## config.mk

```make
export PLATFORM = sky130hd
export DESIGN_NAME = muldiv_unit_flat
export DESIGN_NICKNAME = d
export VERILOG_FILES = /design/src/rtl/muldiv_unit_if.sv /design/src/rtl/muldiv_unit.sv /design/src/flat_wrapper.sv
export SDC_FILE = /design/constraint.sdc
export NUM_CORES = 1
export LEC_CHECK = 0
export BUFFER_PORTS_ARGS = -buffer_cell sky130_fd_sc_hd__buf_4
export CAP_MARGIN = 10
export CORE_ASPECT_RATIO = 0.7
export CORE_UTILIZATION = 30
export DETAILED_ROUTE_END_ITERATION = 16
export PLACE_DENSITY_LB_ADDON = 0.08
export SETUP_SLACK_MARGIN = 0.1
export SLEW_MARGIN = 20
export SYNTH_ARGS = -nofsm -noshare
export SYNTH_HDL_FRONTEND = slang
export SYNTH_SLANG_ARGS = --single-unit
```

## constraint.sdc

```tcl
create_clock -name clk -period 10 [get_ports clk]
set_input_delay 1.5 -clock clk [delete_from_list [all_inputs] [get_ports clk]]
set_output_delay 1.5 -clock clk [all_outputs]
set_load 0.1 [all_outputs]
```

## src/rtl/muldiv_unit_if.sv

```systemverilog
// Operand/result bundle between the register-file read ports and the RV32M
// multiply/divide unit. The unit side takes the slave modport.
interface muldiv_if #(
    parameter int XLEN = 32
);
    logic            start;
    logic [2:0]      funct3;
    logic [XLEN-1:0] SrcA;
    logic [XLEN-1:0] SrcB;
    logic [4:0]      rd_in;
    logic            busy;
    logic            done;
    logic [XLEN-1:0] Result;
    logic [4:0]      rd_out;

    modport master (
        output start, funct3, SrcA, SrcB, rd_in,
        input  busy, done, Result, rd_out
    );

    modport slave (
        input  start, funct3, SrcA, SrcB, rd_in,
        output busy, done, Result, rd_out
    );
endinterface

```

## src/rtl/muldiv_unit.sv

```systemverilog
// Iterative RV32M multiply/divide: radix-2 shift-add multiply, restoring divide.
// Optional MULDIV_EARLY_OUT_EN: finish trivial cases (div by zero, overflow, zero multiply) in one edge.
module muldiv_unit #(
    parameter int XLEN  = 32,
    parameter int CNT_W = 5
) (
    input  logic   clk,
    input  logic   reset,
    muldiv_if.slave bus
);
    typedef enum logic [1:0] {S_IDLE, S_CALC, S_FIXUP, S_DONE} state_t;

    state_t            state_q;
    logic [2:0]        op_q;
    logic [XLEN-1:0]   a_q;
    logic [XLEN-1:0]   b_q;
    logic              neg_q;
    logic [CNT_W-1:0]  cnt_q;
    logic [2*XLEN-1:0] prod_q;
    logic              busy_q;
    logic              done_q;
    logic [XLEN-1:0]   result_q;
    logic [4:0]        rd_out_q;

    logic              sgn_a, sgn_b;
    logic [XLEN-1:0]   abs_a_d, abs_b_d;
    logic              neg_d;
    logic [XLEN:0]     mul_sum;
    logic [XLEN:0]     div_tmp;
    logic              div_ge;
    logic [XLEN-1:0]   div_rem;
    logic [2*XLEN-1:0] prod_d;
    logic [2*XLEN-1:0] prod_neg;
    logic [XLEN-1:0]   div_word;
    logic [XLEN-1:0]   result_d;
`ifdef MULDIV_EARLY_OUT_EN
    logic              early_d;
    logic [XLEN-1:0]   early_res_d;
`endif

    assign bus.busy   = busy_q;
    assign bus.done   = done_q;
    assign bus.Result = result_q;
    assign bus.rd_out = rd_out_q;

    // Operand conditioning at start: magnitudes for signed operands, result sign.
    always_comb begin
        sgn_a   = 1'b0;
        sgn_b   = 1'b0;
        neg_d   = 1'b0;
        case (bus.funct3)
            3'b001, 3'b100, 3'b110: begin
                sgn_a = bus.SrcA[XLEN-1];
                sgn_b = bus.SrcB[XLEN-1];
            end
            3'b010: sgn_a = bus.SrcA[XLEN-1];
            default: ;
        endcase
        abs_a_d = sgn_a ? -bus.SrcA : bus.SrcA;
        abs_b_d = sgn_b ? -bus.SrcB : bus.SrcB;
        case (bus.funct3)
            3'b001:  neg_d = sgn_a ^ sgn_b;
            3'b010:  neg_d = sgn_a;
            // A zero divisor must leave the all-ones quotient unnegated.
            3'b100:  neg_d = (sgn_a ^ sgn_b) && (bus.SrcB != '0);
            3'b110:  neg_d = sgn_a;
            default: neg_d = 1'b0;
        endcase
    end

`ifdef MULDIV_EARLY_OUT_EN
    always_comb begin
        early_d     = 1'b0;
        early_res_d = '0;
        if (bus.funct3[2]) begin
            if (bus.SrcB == '0) begin
                early_d     = 1'b1;
                early_res_d = bus.funct3[1] ? bus.SrcA : '1;
            end else if (!bus.funct3[0] && bus.SrcA == {1'b1, {(XLEN-1){1'b0}}}
                         && bus.SrcB == '1) begin
                early_d     = 1'b1;
                early_res_d = bus.funct3[1] ? '0 : {1'b1, {(XLEN-1){1'b0}}};
            end
        end else if (bus.SrcA == '0 || bus.SrcB == '0) begin
            early_d     = 1'b1;
            early_res_d = '0;
        end
    end
`endif

    // One iteration. Multiply: prod = {acc, multiplier}; divide: prod = {rem, quot}.
    always_comb begin
        mul_sum = {1'b0, prod_q[2*XLEN-1:XLEN]} + (prod_q[0] ? {1'b0, a_q} : '0);
        div_tmp = {prod_q[2*XLEN-1:XLEN], prod_q[XLEN-1]};
        div_ge  = div_tmp >= {1'b0, b_q};
        div_rem = div_ge ? (div_tmp[XLEN-1:0] - b_q) : div_tmp[XLEN-1:0];
        if (op_q[2]) begin
            prod_d = {div_rem, prod_q[XLEN-2:0], div_ge};
        end else begin
            prod_d = {mul_sum, prod_q[XLEN-1:1]};
        end
    end

    always_comb begin
        prod_neg = neg_q ? -prod_q : prod_q;
        div_word = op_q[1] ? prod_q[2*XLEN-1:XLEN] : prod_q[XLEN-1:0];
        if (op_q[2]) begin
            result_d = neg_q ? -div_word : div_word;
        end else if (op_q[1:0] == 2'b00) begin
            result_d = prod_neg[XLEN-1:0];
        end else begin
            result_d = prod_neg[2*XLEN-1:XLEN];
        end
    end

    always_ff @(posedge clk) begin
        if (reset) begin
            state_q  <= S_IDLE;
            op_q     <= '0;
            a_q      <= '0;
            b_q      <= '0;
            neg_q    <= 1'b0;
            cnt_q    <= '0;
            prod_q   <= '0;
            busy_q   <= 1'b0;
            done_q   <= 1'b0;
            result_q <= '0;
            rd_out_q <= '0;
        end else begin
            done_q <= 1'b0;
            case (state_q)
                S_IDLE, S_DONE: begin
                    busy_q  <= 1'b0;
                    state_q <= S_IDLE;
                    if (bus.start) begin
                        op_q     <= bus.funct3;
                        rd_out_q <= bus.rd_in;
                        a_q      <= abs_a_d;
                        b_q      <= abs_b_d;
                        neg_q    <= neg_d;
                        cnt_q    <= '0;
                        prod_q   <= bus.funct3[2] ? {{XLEN{1'b0}}, abs_a_d}
                                                  : {{XLEN{1'b0}}, abs_b_d};
                        busy_q   <= 1'b1;
                        state_q  <= S_CALC;
`ifdef MULDIV_EARLY_OUT_EN
                        if (early_d) begin
                            result_q <= early_res_d;
                            busy_q   <= 1'b0;
                            done_q   <= 1'b1;
                            state_q  <= S_DONE;
                        end
`endif
                    end
                end
                S_CALC: begin
                    prod_q <= prod_d;
                    cnt_q  <= cnt_q + 1'b1;
                    if (cnt_q == CNT_W'(XLEN - 1)) begin
                        state_q <= S_FIXUP;
                    end
                end
                S_FIXUP: begin
                    result_q <= result_d;
                    busy_q   <= 1'b0;
                    done_q   <= 1'b1;
                    state_q  <= S_DONE;
                end
                default: state_q <= S_IDLE;
            endcase
        end
    end
endmodule

```

## src/flat_wrapper.sv

```systemverilog
// flat-port wrapper written by rule: the top's interface ports become plain ports
module muldiv_unit_flat 
#(
    parameter int XLEN  = 32,
    parameter int CNT_W = 5
)
  (clk, reset, bus_start, bus_funct3, bus_SrcA, bus_SrcB, bus_rd_in, bus_busy, bus_done, bus_Result, bus_rd_out);
  muldiv_if #(.XLEN(XLEN)) bus_i ();
  input  logic clk;
  input  logic reset;
  input wire logic [$bits(bus_i.start)-1:0] bus_start;
  input wire logic [$bits(bus_i.funct3)-1:0] bus_funct3;
  input wire logic [$bits(bus_i.SrcA)-1:0] bus_SrcA;
  input wire logic [$bits(bus_i.SrcB)-1:0] bus_SrcB;
  input wire logic [$bits(bus_i.rd_in)-1:0] bus_rd_in;
  output wire logic [$bits(bus_i.busy)-1:0] bus_busy;
  output wire logic [$bits(bus_i.done)-1:0] bus_done;
  output wire logic [$bits(bus_i.Result)-1:0] bus_Result;
  output wire logic [$bits(bus_i.rd_out)-1:0] bus_rd_out;
  assign bus_i.start = bus_start;
  assign bus_i.funct3 = bus_funct3;
  assign bus_i.SrcA = bus_SrcA;
  assign bus_i.SrcB = bus_SrcB;
  assign bus_i.rd_in = bus_rd_in;
  assign bus_busy = bus_i.busy;
  assign bus_done = bus_i.done;
  assign bus_Result = bus_i.Result;
  assign bus_rd_out = bus_i.rd_out;
  muldiv_unit #(.XLEN(XLEN), .CNT_W(CNT_W)) u_core (.clk(clk), .reset(reset), .bus(bus_i));
endmodule
```

== Word-level counts from Yosys, hierarchy flattened ==
Index checks and enable logic that the tools add are counted.

* Flip-flop bits (word level): 178
* Latch bits: 0
* Memory bits (writable): 0
* Bits in read-only memories: 0
* Logic and storage cells: 66
* Memories: 0

* Add/sub/neg operators: 7
* $mul: 0
* Div/mod/pow operators: 0
* $lt $le $gt $ge: 1
* Equal/unequal tests: 10
* Shift-type cells: 0
* Mux-type cells: 24
* Bitwise operators: 1
* Reductions and logical operators: 12

{| class="wikitable"
|+ Operator list
! operator !! number
|-
| 32-bit 2-to-1 mux || 9
|-
| 64-bit 2-to-1 mux || 3
|-
| 64-bit one-hot mux with 2 select lines || 1
|-
| 32-bit negator || 3
|-
| 64-bit negator || 1
|-
| 32-bit by 33-bit adder with 33-bit output || 1
|-
| 33-bit by 32-bit >= comparator with 1-bit output || 1
|-
| 32-bit nonzero test || 1
|-
| 32-bit subtractor || 1
|-
| 5-bit one-hot mux with 2 select lines || 1
|-
| 3-bit == test, second input constant || 2
|-
| 2-bit one-hot mux with 3 select lines || 1
|-
| 5-bit by 1-bit adder with 5-bit output, second input constant || 1
|-
| 5-bit == test, second input constant || 1
|-
| 1-bit 2-to-1 mux || 5
|-
| 5-bit 2-to-1 mux || 1
|-
| 2-bit == test, second input constant || 2
|-
| 2-bit zero test || 2
|-
| 2-bit AND reduction || 2
|-
| 2-bit nonzero test || 2
|-
| 2-bit OR reduction || 2
|-
| 4-bit OR reduction || 1
|-
| 3-bit by 1-bit == test with 1-bit output, second input constant || 1
|-
| 3-bit by 2-bit == test with 1-bit output, second input constant || 1
|-
| other kinds (9) || 9
|}

== Longest topological paths before layout ==
* Depth in word-level cells: 7
* Depth in mapped cells: 15
* Depth with buffers taken out: 13

== Least setup slack after synthesis ==
No wires, ideal clock.

* Kind: input-to-reg
* Start: input bus_SrcA[8]
* End: register u_core.prod_q[28]
* Data arrival time: 3574 ps
* Slack: 6294 ps
* Stages on the path: 9
* Cell sequence: or4_1 -> nor3_2 -> nand4b_1 -> or4_1 -> o21ai_0 -> xor2_1 -> o22ai_1 -> o21ai_0 -> a21oi_1

* Cells in the longest elaborated chain, start to end: 5

{| class="wikitable"
|+ Ends and longest elaborated chain
! item !! line !! text
|-
| start: declaration || flat_wrapper.sv:13 || <nowiki>input wire logic [$bits(bus_i.SrcA)-1:0] bus_SrcA;</nowiki>
|-
| 32-bit negator || muldiv_unit.sv:59 || <nowiki>abs_a_d = sgn_a ? -bus.SrcA : bus.SrcA;</nowiki>
|-
| 32-bit 2-to-1 mux || muldiv_unit.sv:59 ||
|-
| 32-bit 2-to-1 mux || muldiv_unit.sv:142 || <nowiki>prod_q <= bus.funct3[2] ? {{XLEN{1'b0}}, abs_a_d}</nowiki>
|-
| 64-bit 2-to-1 mux || muldiv_unit.sv:135 || <nowiki>if (bus.start) begin</nowiki>
|-
| 64-bit one-hot mux with 2 select lines || muldiv_unit.sv:131 || <nowiki>case (state_q)</nowiki>
|-
| end signal: assignment || muldiv_unit.sv:142 ||
|-
| end signal: assignment || muldiv_unit.sv:157 || <nowiki>prod_q <= prod_d;</nowiki>
|-
| end: declaration || muldiv_unit.sv:19 || <nowiki>logic [2*XLEN-1:0] prod_q;</nowiki>
|}

No other way between the ends. The select of a mux whose other input is x is not followed.
A chain may end at the register's enable or synchronous reset.

== Worst setup path after layout ==
* Start: register u_core.prod_q[34]
* End: register u_core.prod_q[0]

* Cells in the longest elaborated chain, start to end: 3

{| class="wikitable"
|+ Ends and longest elaborated chain
! item !! line !! text
|-
| 33-bit by 32-bit >= comparator with 1-bit output || muldiv_unit.sv:95 || <nowiki>div_ge = div_tmp >= {1'b0, b_q};</nowiki>
|-
| 64-bit 2-to-1 mux || muldiv_unit.sv:97 || <nowiki>if (op_q[2]) begin</nowiki>
|-
| 64-bit one-hot mux with 2 select lines || muldiv_unit.sv:131 ||
|}

No other way between the ends.

==> key figures <==
Placement
  • Dpl cells: 2907
  • RD Place Congestion: 0.910
  • HPWL Detailed: 56400 um
  • Port Buffer Count: 113

Global routing
  • Antenna violations before repair: 0
  • Total track usage: 0.262
  • Total grt overflow: 0
  • Pin count of the biggest net entering global routing: 104
  • Vias in the first global route: 15400
  • Global-route wire length before repair: 106000 um

Worst setup path
  • R2r endpoint: u_core.prod_q[0]
  • Crit Reg-Reg Startpoint: u_core.prod_q[34]
  • Delay-heaviest family, CP: compound AO/OA/AOI/OAI gates
  • Critical Setup Path Class: flip-flop to flip-flop
  • Worst path buffer plus inverter count: 1
  • CP Data Required Time: 10.38 ns
  • Critical Path AT: 4.67 ns
  • R2R setup slack: 5.70 ns
  • Worst stage delay on the critical path: 0.72 ns
  • Critical Path End Type: flip-flop
  • CP max FO: 51
  • Slowest CP cell: dfxtp_1
  • Most frequent CP cell: a21oi_1
  • Startpoint types: flip-flop
  • Crit-path cells: ha_1 -> o211ai_1 -> a21oi_1 -> o2111ai_1 -> a21o_1 -> o31ai_1 -> a311oi_4 -> buf_4 -> a21oi_1 -> a21oi_1 -> a211oi_1
  • Cells on worst reg2reg path: 11

Layout
  • Multi-input logic area: 0.0117 mm^2
  • Cell Count, Final, Fillers Out: 2941
  • Area growth, synth to finish: 12.2%
  • FF+latch area: 0.00357 mm^2
  • Share of cells above drive strength 1: 0.112
  • Fill cell count: 5690
  • Layout net count: 2356

Synthesis
  • Yosys top cell by area: dfxtp_1
  • Synth area leaders: dfxtp_1 (22%), nor2_1 (6.1%), ha_1 (5.7%)
  • Synth unique cells: 85
  • Post-synth EDFFs: 0
  • Synth top area share: 0.221
  • Main combinational cell family by area after synthesis: compound AO/OA/AOI/OAI gates
  • Complex-gate fraction of the synthesized area: 0.266
  • Mux cell area share after synthesis: 0.0661
  • Top FF cell, synth: dfxtp_1
  • Post-Syn Area: 0.0161 mm^2
  • Async SR Flop Fraction: 0
  • Post-Syn Instances: 2223
  • Synth Net Count: 2373
  • Sequential fraction of the synthesis area: 0.221
  • Syn_area_per_cell: 7.26 um^2
  • Yosys reg bits: 178
  • Post-Synth Adder-Cell Area: 0.0591
  • Yosys Warn Count: 0
  • Post-Synth Simple-Gate Area: 0.237
  • Synth Area in XOR/XNOR: 0.0934

STA
  • Final Setup Violations: 0
  • Final Skew: 0.0133 ns
  • Tmin final: 4.30 ns
  • Max frequency: 233 MHz
  • Tcrit/Tclk final: 0.430
  • Worst-Margin Slew: 1.07 ns
  • Final hold vios: 0
  • Hold Slack: 0.447 ns
  • Rel. slew slack: 0.286
  • Setup TNS: 0 ns
  • Slew Limit Fails: 0
  • RSZ-0062 raised after global routing: no

Clock network
  • Clock-pin slew on the worst setup and hold paths: 0.08 ns
  • CTS sink count: 178
  • CTS root buf: clkbuf_16
  • Worst-Skew Late Latency: 0.47 ns
  • CTS Hold Buffers Added: 0
  • H-tree depth reported by CTS: 4
  • CTS buffer count: 17
  • Clk buf depth: 2
  • CTS tree: yes
  • Post-CTS sizing: 0
  • Post-CTS setup buffer count: 0

Hold path
  • Worst Hold Class: flip-flop to flip-flop
  • Worst Hold Path EP: u_core.bus.Result[0]
  • Worst Hold Depth: 2
  • Hold Crit Start: u_core.bus.Result[0]

Die
  • Ports: 114
  • Die Height: 196 um
  • Starting density of the core: 0.307
  • Row cnt: 70
  • Core area: 0.0526 mm^2
  • Die ar.: 0.0547 mm^2
  • DIE WIDTH: 279 um

Drt
  • DRT iter0 DRCs: 1942
  • Routed len/inst: 24.6 um
  • Antenna Nets Post-Route: 0
  • DRC Markers: 0
  • Vias: 16900
  • DR vias/cell: 5.74
  • Initial DRT Pass Iterations: 6
  • Final wirelength: 72500 um

Run
  • Max-cap violations: 0

Power
  • Leakage: 7.02 nW
  • Max VDD drop: 0.144 mV
  • Pwr dens: 287 mW/mm^2

Outcome
  • Outcome: finished, final reports clean
==> worst reg2reg max path, delay by kind of cell (launching register included) <==
family,cells,cell delay (ns)
AO/OA/AOI/OAI,9,2.78
adder cells (fa/ha/maj),1,0.35
buffers and inverters,1,0.37
flip-flops,1,0.72
==> per-stage QoR <==
step           instance area (um^2)   util  power [W]  setup WS, ns
2_1_floorplan                 16100      -    0.00338          6.29
3_3_place_gp                  17500  0.332    0.00439          5.35
3_5_place_dp                  17500  0.332    0.00438          5.37
4_1_cts                       18100  0.344    0.00515          5.86
5_1_grt                       18100  0.344    0.00552          5.47
6_report                      18100  0.344    0.00519          5.70
==> placed cells by master (no fill, tap or decap), types with 29 or more instances in the layout <==
cell type / synthesis / routed
a211oi_1: 101 / 101
a21oi_1: 180 / 180
inv_1: 66 / 66
xnor2_1: 96 / 96
mux2i_1: 74 / 74
buf_4: 0 / 143
a21o_1: 36 / 36
mux2_2: 29 / 29
nand2_1: 202 / 202
nor2_1: 262 / 259
o21ai_0: 129 / 127
and2_1: 42 / 41
xor2_1: 76 / 76
o31ai_1: 32 / 32
dfxtp_1: 178 / 175
ha_1: 73 / 73
nand3_1: 33 / 33
nor3_1: 71 / 70
==> flip-flops by register name (all words and copies together) (netlist names) <==
name / count
u_core.neg_q: 1
u_core.bus.Result: 32
u_core.state_q: 2
u_core.cnt_q: 5
u_core.op_q: 3
u_core.bus.done: 1
u_core.prod_q: 64
u_core.a_q: 32
u_core.bus.busy: 1
u_core.bus.rd_out: 5
u_core.b_q: 32
==> synth_stat cells (all sizes together), types with 11 or more instances <==
library cell / count
dfxtp: 178
o22ai: 12
o221ai: 12
inv: 66
a22oi: 20
buf: 26
or3: 18
a21oi: 180
xor2: 76
nor4: 25
and3: 13
o21ai: 132
nand3: 33
ha: 73
nand2b: 22
a21o: 36
or2: 13
nor2b: 15
o41ai: 11
a211oi: 101
nor2: 262
and2: 43
a311oi: 16
mux2i: 74
nand4: 22
a31oi: 21
nor3: 73
nand2: 202
o31ai: 35
o211ai: 22
clkbuf: 153
xnor2: 96
or4: 16
mux2: 29
==> layout make-up <==
class | count | area share
Multi-Input combinational cell | 1799 | 0.645
Sequential cell | 178 | 0.197
Timing Repair Buffer | 143 | 0.0593
Tap cell | 720 | 0.0498
Clock buffer | 17 | 0.0235
Inverter | 67 | 0.0139
Clock inverter | 15 | 0.0104
Antenna cell | 2 | 0.000277
==> routing by layer <==
| metal | share of wire | global-route usage | up-vias |
|---|---|---|---|
| met5 | 0 | 0 | - |
| met3 | 0.094 | 0.0760 | 44 |
| met4 | 0.015 | 0.0511 | 0 |
| li1 | - | - | 8041 |
| met2 | 0.36 | 0.327 | 684 |
| met1 | 0.53 | 0.423 | 8107 |
==> worst max-delay path by stage <==
stage,from,end,slack (ns),cells past startpoint
detailed placement,bus_SrcB[16],u_core.prod_q[22],5.37,9
floorplan,bus_SrcA[8],u_core.prod_q[28],6.29,9
global route,u_core.prod_q[35],u_core.prod_q[52],5.47,11
CTS,u_core.prod_q[34],u_core.prod_q[0],5.86,11
finish,u_core.prod_q[34],u_core.prod_q[0],5.70,11
global placement,bus_SrcB[16],u_core.prod_q[28],5.35,9
==> where the power goes <==
group	leakage, nW	internal (W)	switching, W
logic	5.25	0.00102	0.00212
clock network	0.306	0.000382	0.000369
registers	1.46	0.000922	0.000386
==> logic make-up after synthesis <==
group,after synthesis
xor+xnor,172
fa+ha+maj,75
mux,103
buf+inv,246
flops,178
simple gates,791
compound gates,658
Power figures use the tool's default switching activity.
